[src/rtl/sargantana_icache_pkg.sv]
// ============================================================================
// Module  : sargantana_icache_pkg
// Brief   : Shared way-count constants and replacement FSM state encoding.
// Revision: 1.0
// ============================================================================
`default_nettype none

package sargantana_icache_pkg;

  localparam int c_ICACHE_N_WAY = 4;
  localparam int c_WAY_IDX_W    = $clog2(c_ICACHE_N_WAY);

  typedef enum logic [1:0] {
    IDLE        = 2'd0,
    WAIT_REFILL = 2'd1,
    UPDATE      = 2'd2
  } repl_state_t;

endpackage

`default_nettype wire

[src/rtl/sargantana_icache_replace_ctrl_if.sv]
// ============================================================================
// Module  : sargantana_icache_replace_ctrl_if
// Brief   : Miss/refill handshake and victim-selection bundle of the replacer.
// Revision: 1.0
// ============================================================================
`default_nettype none

interface sargantana_icache_replace_ctrl_if;
  import sargantana_icache_pkg::*;

  logic                      flush_i;
  logic                      miss_req_i;
  logic                      miss_ready_o;
  logic [c_ICACHE_N_WAY-1:0] valid_bits_i;
  logic                      refill_done_i;
  logic                      victim_valid_o;
  logic [c_WAY_IDX_W-1:0]    victim_way_o;
  logic [c_ICACHE_N_WAY-1:0] way_we_o;

  modport master (
    output flush_i, miss_req_i, valid_bits_i, refill_done_i,
    input  miss_ready_o, victim_valid_o, victim_way_o, way_we_o
  );

  modport slave (
    input  flush_i, miss_req_i, valid_bits_i, refill_done_i,
    output miss_ready_o, victim_valid_o, victim_way_o, way_we_o
  );

endinterface

`default_nettype wire

[src/rtl/sargantana_icache_tzc_idx.sv]
// ============================================================================
// Module  : sargantana_icache_tzc_idx
// Brief   : Trailing-zero count: index of the lowest set bit of i_vec.
// Revision: 1.0
// ============================================================================
`default_nettype none

module sargantana_icache_tzc_idx #(
  parameter int WIDTH = 4,
  parameter int IDX_W = $clog2(WIDTH)
) (
  input  wire logic [WIDTH-1:0] i_vec,
  output logic      [IDX_W-1:0] o_idx,
  output logic                  o_found
);

  // Scan from the top so the lowest set bit is the last one to win.
  always_comb begin
    o_idx   = '0;
    o_found = 1'b0;
    for (int i = WIDTH - 1; i >= 0; i--) begin
      if (i_vec[i]) begin
        o_idx   = IDX_W'(i);
        o_found = 1'b1;
      end
    end
  end

endmodule

`default_nettype wire

[src/rtl/sargantana_icache_replace_ctrl.sv]
// ============================================================================
// Module  : sargantana_icache_replace_ctrl
// Brief   : Icache victim selection: first invalid way, else round-robin.
// Revision: 1.0
// ============================================================================
`default_nettype none

module sargantana_icache_replace_ctrl
  import sargantana_icache_pkg::*;
#(
  parameter int ICACHE_N_WAY = 4
) (
  input wire logic                        clk_i,
  input wire logic                        rstn_i,
  sargantana_icache_replace_ctrl_if.slave bus
);

  repl_state_t              r_state, w_state_nxt;
  logic [c_WAY_IDX_W-1:0]   r_rr, w_rr_nxt;
  logic [c_WAY_IDX_W-1:0]   r_victim_way, w_victim_way_nxt;
  logic                     r_victim_valid, w_victim_valid_nxt;
  logic                     r_from_rr, w_from_rr_nxt;

  logic [c_WAY_IDX_W-1:0]   w_inv_idx;
  logic                     w_inv_found;
  logic                     w_accept;
  logic                     w_we_en;

  sargantana_icache_tzc_idx #(
    .WIDTH (c_ICACHE_N_WAY),
    .IDX_W (c_WAY_IDX_W)
  ) u_tzc (
    .i_vec   (~bus.valid_bits_i),
    .o_idx   (w_inv_idx),
    .o_found (w_inv_found)
  );

  assign bus.miss_ready_o   = (r_state == IDLE);
  assign bus.victim_valid_o = r_victim_valid;
  assign bus.victim_way_o   = r_victim_way;
  assign w_accept           = bus.miss_req_i && bus.miss_ready_o && !bus.flush_i;
  assign w_we_en            = (r_state == UPDATE) && !bus.flush_i;

  always_comb begin
    for (int i = 0; i < c_ICACHE_N_WAY; i++) begin
      bus.way_we_o[i] = w_we_en && (r_victim_way == c_WAY_IDX_W'(i));
    end
  end

  always_comb begin
    w_state_nxt        = r_state;
    w_rr_nxt           = r_rr;
    w_victim_way_nxt   = r_victim_way;
    w_victim_valid_nxt = r_victim_valid;
    w_from_rr_nxt      = r_from_rr;
    // Flush overrides everything, including a same-cycle refill or miss.
    if (bus.flush_i) begin
      w_state_nxt        = IDLE;
      w_rr_nxt           = '0;
      w_victim_valid_nxt = 1'b0;
    end else begin
      case (r_state)
        IDLE: begin
          if (w_accept) begin
            w_state_nxt        = WAIT_REFILL;
            w_victim_way_nxt   = w_inv_found ? w_inv_idx : r_rr;
            w_from_rr_nxt      = !w_inv_found;
            w_victim_valid_nxt = 1'b1;
          end
        end
        WAIT_REFILL: begin
          if (bus.refill_done_i) begin
            w_state_nxt = UPDATE;
          end
        end
        UPDATE: begin
          w_state_nxt        = IDLE;
          w_victim_valid_nxt = 1'b0;
          if (r_from_rr) begin
            w_rr_nxt = r_rr + 1'b1;
          end
        end
        default: begin
          w_state_nxt        = IDLE;
          w_victim_valid_nxt = 1'b0;
        end
      endcase
    end
  end

  always_ff @(posedge clk_i or negedge rstn_i) begin
    if (!rstn_i) begin
      r_state        <= IDLE;
      r_rr           <= '0;
      r_victim_way   <= '0;
      r_victim_valid <= 1'b0;
      r_from_rr      <= 1'b0;
    end else begin
      r_state        <= w_state_nxt;
      r_rr           <= w_rr_nxt;
      r_victim_way   <= w_victim_way_nxt;
      r_victim_valid <= w_victim_valid_nxt;
      r_from_rr      <= w_from_rr_nxt;
    end
  end

endmodule

`default_nettype wire

[src/flat_wrapper.sv]
// flat-port wrapper written by rule: the top's interface ports become plain ports
module sargantana_icache_replace_ctrl_flat import sargantana_icache_pkg::*;
#(
  parameter int ICACHE_N_WAY = 4
)
  (clk_i, rstn_i, bus_flush_i, bus_miss_req_i, bus_valid_bits_i, bus_refill_done_i, bus_miss_ready_o, bus_victim_valid_o, bus_victim_way_o, bus_way_we_o);
  sargantana_icache_replace_ctrl_if bus_i ();
  input wire logic clk_i;
  input wire logic rstn_i;
  input wire logic [$bits(bus_i.flush_i)-1:0] bus_flush_i;
  input wire logic [$bits(bus_i.miss_req_i)-1:0] bus_miss_req_i;
  input wire logic [$bits(bus_i.valid_bits_i)-1:0] bus_valid_bits_i;
  input wire logic [$bits(bus_i.refill_done_i)-1:0] bus_refill_done_i;
  output wire logic [$bits(bus_i.miss_ready_o)-1:0] bus_miss_ready_o;
  output wire logic [$bits(bus_i.victim_valid_o)-1:0] bus_victim_valid_o;
  output wire logic [$bits(bus_i.victim_way_o)-1:0] bus_victim_way_o;
  output wire logic [$bits(bus_i.way_we_o)-1:0] bus_way_we_o;
  assign bus_i.flush_i = bus_flush_i;
  assign bus_i.miss_req_i = bus_miss_req_i;
  assign bus_i.valid_bits_i = bus_valid_bits_i;
  assign bus_i.refill_done_i = bus_refill_done_i;
  assign bus_miss_ready_o = bus_i.miss_ready_o;
  assign bus_victim_valid_o = bus_i.victim_valid_o;
  assign bus_victim_way_o = bus_i.victim_way_o;
  assign bus_way_we_o = bus_i.way_we_o;
  sargantana_icache_replace_ctrl #(.ICACHE_N_WAY(ICACHE_N_WAY)) u_core (.clk_i(clk_i), .rstn_i(rstn_i), .bus(bus_i));
endmodule
[config.mk]
export PLATFORM = sky130hd
export DESIGN_NAME = sargantana_icache_replace_ctrl_flat
export DESIGN_NICKNAME = d
export VERILOG_FILES = /design/src/rtl/sargantana_icache_pkg.sv /design/src/rtl/sargantana_icache_replace_ctrl_if.sv /design/src/rtl/sargantana_icache_tzc_idx.sv /design/src/rtl/sargantana_icache_replace_ctrl.sv /design/src/flat_wrapper.sv
export SDC_FILE = /design/constraint.sdc
export NUM_CORES = 1
export LEC_CHECK = 0
export ABC_AREA = 1
export ABC_CLOCK_PERIOD_IN_PS = 1200
export BUFFER_PORTS_ARGS = -buffer_cell sky130_fd_sc_hd__buf_2
export CORE_AREA = 2 2 39 41
export CTS_CLUSTER_SIZE = 14
export DETAILED_ROUTE_END_ITERATION = 8
export DIE_AREA = 0 0 41 43
export HOLD_SLACK_MARGIN = 0.02
export PLACE_DENSITY = 0.57
export SETUP_SLACK_MARGIN = 0.5
export SYNTH_ARGS = -nofsm -noshare
export SYNTH_HDL_FRONTEND = slang
export SYNTH_HIERARCHICAL = 1
export SYNTH_SLANG_ARGS = --single-unit
[constraint.sdc]
create_clock -name clk_i -period 1.2 [get_ports clk_i]
set_clock_uncertainty 0.05 [all_clocks]
set_input_delay 0.24 -clock clk_i [delete_from_list [all_inputs] [get_ports clk_i]]
set_output_delay 0.24 -clock clk_i [all_outputs]
set_load 0.1 [all_outputs]
==> impl_metrics.env <==
export IMPL_outcome="complete, but fails checks"
export IMPL_failed_checks="negative setup slack"
export IMPL_worstMarginPinSlew_ps=191.7
export IMPL_synth_area_top_cells="dfrtp_1 (42%), nand2_1 (17%), inv_1 (12%)"
export IMPL_drc=0
export IMPL_crit_path_max_fanout=4
export IMPL_gp_congestion=0.7186
export IMPL_hpwl_um=898.3
export IMPL_power_share_clock_pct=20.5
export IMPL_area_delta_synth_final_pct=105.2
export IMPL_die_area_um2=1763
export IMPL_synth_top_family_by_area="simple AND/OR/NAND/NOR gates"
export IMPL_cts_tree="done"
export IMPL_grt_pass1_wl_mm=2.083
export IMPL_layout_setup_ws_ps=-380.3
export IMPL_final_cell_mix="nand2_1 (18), inv_1 (12), buf_2 (8), buf_12 (8), buf_6 (8)"
export IMPL_rows=14
export IMPL_instances_no_fill=119
export IMPL_grt_use_met3_pct=1.571
export IMPL_clockBufferDepth=2
export IMPL_fmax_mhz=632.8
export IMPL_synth_top_area_share_pct=41.78
export IMPL_power_density_nw_per_um2=1066
export IMPL_final_layout_size_suffix_gt1_share_pct=53.40
export IMPL_viasPerCell=4.622
export IMPL_clkLatencyLatePin_ps=260
export IMPL_synth_compound_area_share_pct=10.70
export IMPL_required_ps=910
export IMPL_p_comb_share_pct=45.5
export IMPL_finalCriticalPeriod_ps=1580
export IMPL_grt_pass1_vias=524
export IMPL_seqCellArea_um2=212.7
export IMPL_fin_util_pct=71.07
export IMPL_htree_num_levels=1
export IMPL_synth_cells=71
export IMPL_intPower_uw=615.0
export IMPL_nets=114
export IMPL_ys_seq_area_share_pct=41.78
export IMPL_setup_viol=13
export IMPL_fillCellCount=100
export IMPL_synth_simple_gate_area_share_pct=34.99
export IMPL_ctsRootBufferMaster="clkbuf_4"
export IMPL_grt_start_max_net_pins=9
export IMPL_num_vias=550
export IMPL_syn_avg_cell_area_um2=6.749
export IMPL_finalHoldViolCount=0
export IMPL_final_area_um2=983.4
export IMPL_seqPwrFrac_pct=34.0
export IMPL_hp_class="in -> reg"
export IMPL_slew_headroom_pct=87.19
export IMPL_die_h_um=43
export IMPL_grt_setup_unrepaired="yes"
export IMPL_synth_seq_cells=8
export IMPL_top_usage_layer="met2"
export IMPL_numCtsBuffers=3
export IMPL_multi_input_area_um2=332.8
export IMPL_layout_commonest_cell="nand2_1"
export IMPL_tns_ps=-2104
export IMPL_die_w_um=41
export IMPL_firstDrtPassIters=4
export IMPL_p_leak_nw=0.4724
export IMPL_syn_nets=80
export IMPL_clk_pin_slew_worst_paths_ps=60
export IMPL_met1_usage_pct=21.21
export IMPL_cp_num_buf_inv=2
export IMPL_synth_top_area_cell="dfrtp_1"
export IMPL_initialDrtViolationCount=4
export IMPL_antenna_found_initial=0
export IMPL_wl_mm=1.192
export IMPL_synth_xor_area_share_pct=0
export IMPL_numPortBuffers=16
export IMPL_switching_power_uw=433.6
export IMPL_slew_viol_final=0
export IMPL_fin_crit_sh_pct=131.7
export IMPL_cp_slowest_cell="dfrtp_1"
export IMPL_clkSinkCount=8
export IMPL_grtUsageMet2_pct=28.44
export IMPL_antenna_cells=0
export IMPL_synth_area_um2=479.2
export IMPL_wl_per_cell_um=10.02
export IMPL_dpl_cell_area_um2=847.1
export IMPL_crit_family="flip-flops"
export IMPL_maxCapViolations=0
export IMPL_end_kind="output port"
export IMPL_start_kind="register"
export IMPL_critPathKind="reg -> out"
export IMPL_track_usage_pct=17.82
export IMPL_synthMuxAreaShare_pct=0
export IMPL_core_area_um2=1384
export IMPL_slowest_delay_ps=390
export IMPL_ir_drop_uv=783.6
export IMPL_netlist_cell_type_count=12
export IMPL_yosys_warnings=6
export IMPL_worst_ep_arrival_time_ps=1290
export IMPL_dpl_cell_count=110
export IMPL_ios=17
export IMPL_cp_cell_sequence="inv_2, nand3_4, nor3_4, buf_12"
export IMPL_synth_fa_ha_area_share_pct=0
export IMPL_initial_core_util_pct=34.63
export IMPL_sw_frac_of_total_pct=41.35
export IMPL_ant_nets=0
export IMPL_overflow=0
-- logic make-up after synthesis --
kind of cell	count (synthesis)
flops	8
compound gates	9
simple gates	38
buf+inv	16
-- metal layers --
layer | share of wire, % | up-vias
met3 | 3.4 | 4
met5 | 0 | -
li1 | - | 282
met4 | 1.6 | 0
met2 | 54 | 12
met1 | 41 | 252
-- worst register-to-register path, cell delays in order, from the launching register on --
cell and delay [ps]:
dfrtp_2 430, buf_6 130, buf_6 110, nor2_4 170, inv_2 70, nor2_4 100, nand2_1 50, o21ai_0 60
-- path summary, 6_finish.rpt --
check	startpoint	end	slack [ps]	depth (start not counted)
worst min register to register	u_core/r_rr[1]$_DFFE_PN0P_	u_core/r_rr[1]$_DFFE_PN0P_	460	2
worst max-delay path	u_core/r_state[0]$_DFFE_PN0P_	bus_way_we_o[1]	-380	4
worst min-delay path	bus_refill_done_i	u_core/r_state[0]$_DFFE_PN0P_	120	2
max in group asynchronous	rstn_i	u_core/bus.victim_way_o[1]$_DFFE_PN0P_	600	2
worst max register to register	u_core/r_state[1]$_DFFE_PN0P_	u_core/bus.victim_way_o[0]$_DFFE_PN0P_	-60	7
min in group asynchronous	rstn_i	u_core/bus.victim_valid_o$_DFFE_PN0P_	300	2
-- synth_stat cells --
cell type and instances:
nand2_1 22, inv_1 15, dfrtp_1 8, nor2_1 6, o21ai_0 6, nor3_1 5
nand3_1 3, nor2_4 2, a21oi_2 1, inv_2 1, o21ai_1 1, o21bai_1 1
-- area by class of cell --
| class | instances | share of cell area [%] |
|---|---|---|
| Inverter | 16 | 6.616 |
| Sequential cell | 8 | 21.63 |
| Timing Repair Buffer | 29 | 33.59 |
| Tap cell | 16 | 2.036 |
| Multi-Input combinational cell | 47 | 33.84 |
| Clock buffer | 3 | 2.290 |
-- repair_timing --
action,4_1_cts,5_1_grt
endpoints found under the setup margin,16,16
hold buffers,1,0
buffers inserted,3,2
resized for setup,7,9
pin swaps,11,4
endpoints found under the hold margin,8,0
-- power by group through the flow --
stage / Clock, mW / Sequential [mW] / Combinational, mW
6_report: 0.215 / 0.357 / 0.477
5_1_grt: 0.234 / 0.362 / 0.505
4_1_cts: 0.220 / 0.356 / 0.450
3_5_place_dp: 0 / 0.358 / 0.430
3_3_place_gp: 0 / 0.358 / 0.427
2_1_floorplan: 0 / 0.471 / 0.143
-- stage by stage --
| step | hold slack (ps) | worst slack, ps | power (mW) |
|---|---|---|---|
| after floorplan | -105.6 | -633.2 | 0.6145 |
| after global placement | 47.22 | -152.6 | 0.7847 |
| after detailed placement | 48.55 | -164.1 | 0.7886 |
| after CTS | 109.0 | -349.6 | 1.026 |
| after global routing | 132.9 | -437.5 | 1.100 |
| final | 121.8 | -380.3 | 1.049 |
-- sequential cells by signal, summed over array words and instances, names as in the netlist --
| register | count |
|---|---|
| u_core/bus.victim_way_o | 2 |
| u_core/r_rr | 2 |
| u_core/r_state | 2 |
| u_core/bus.victim_valid_o | 1 |
| u_core/r_from_rr | 1 |
No activity file was read; power rests on OpenSTA's default activity.
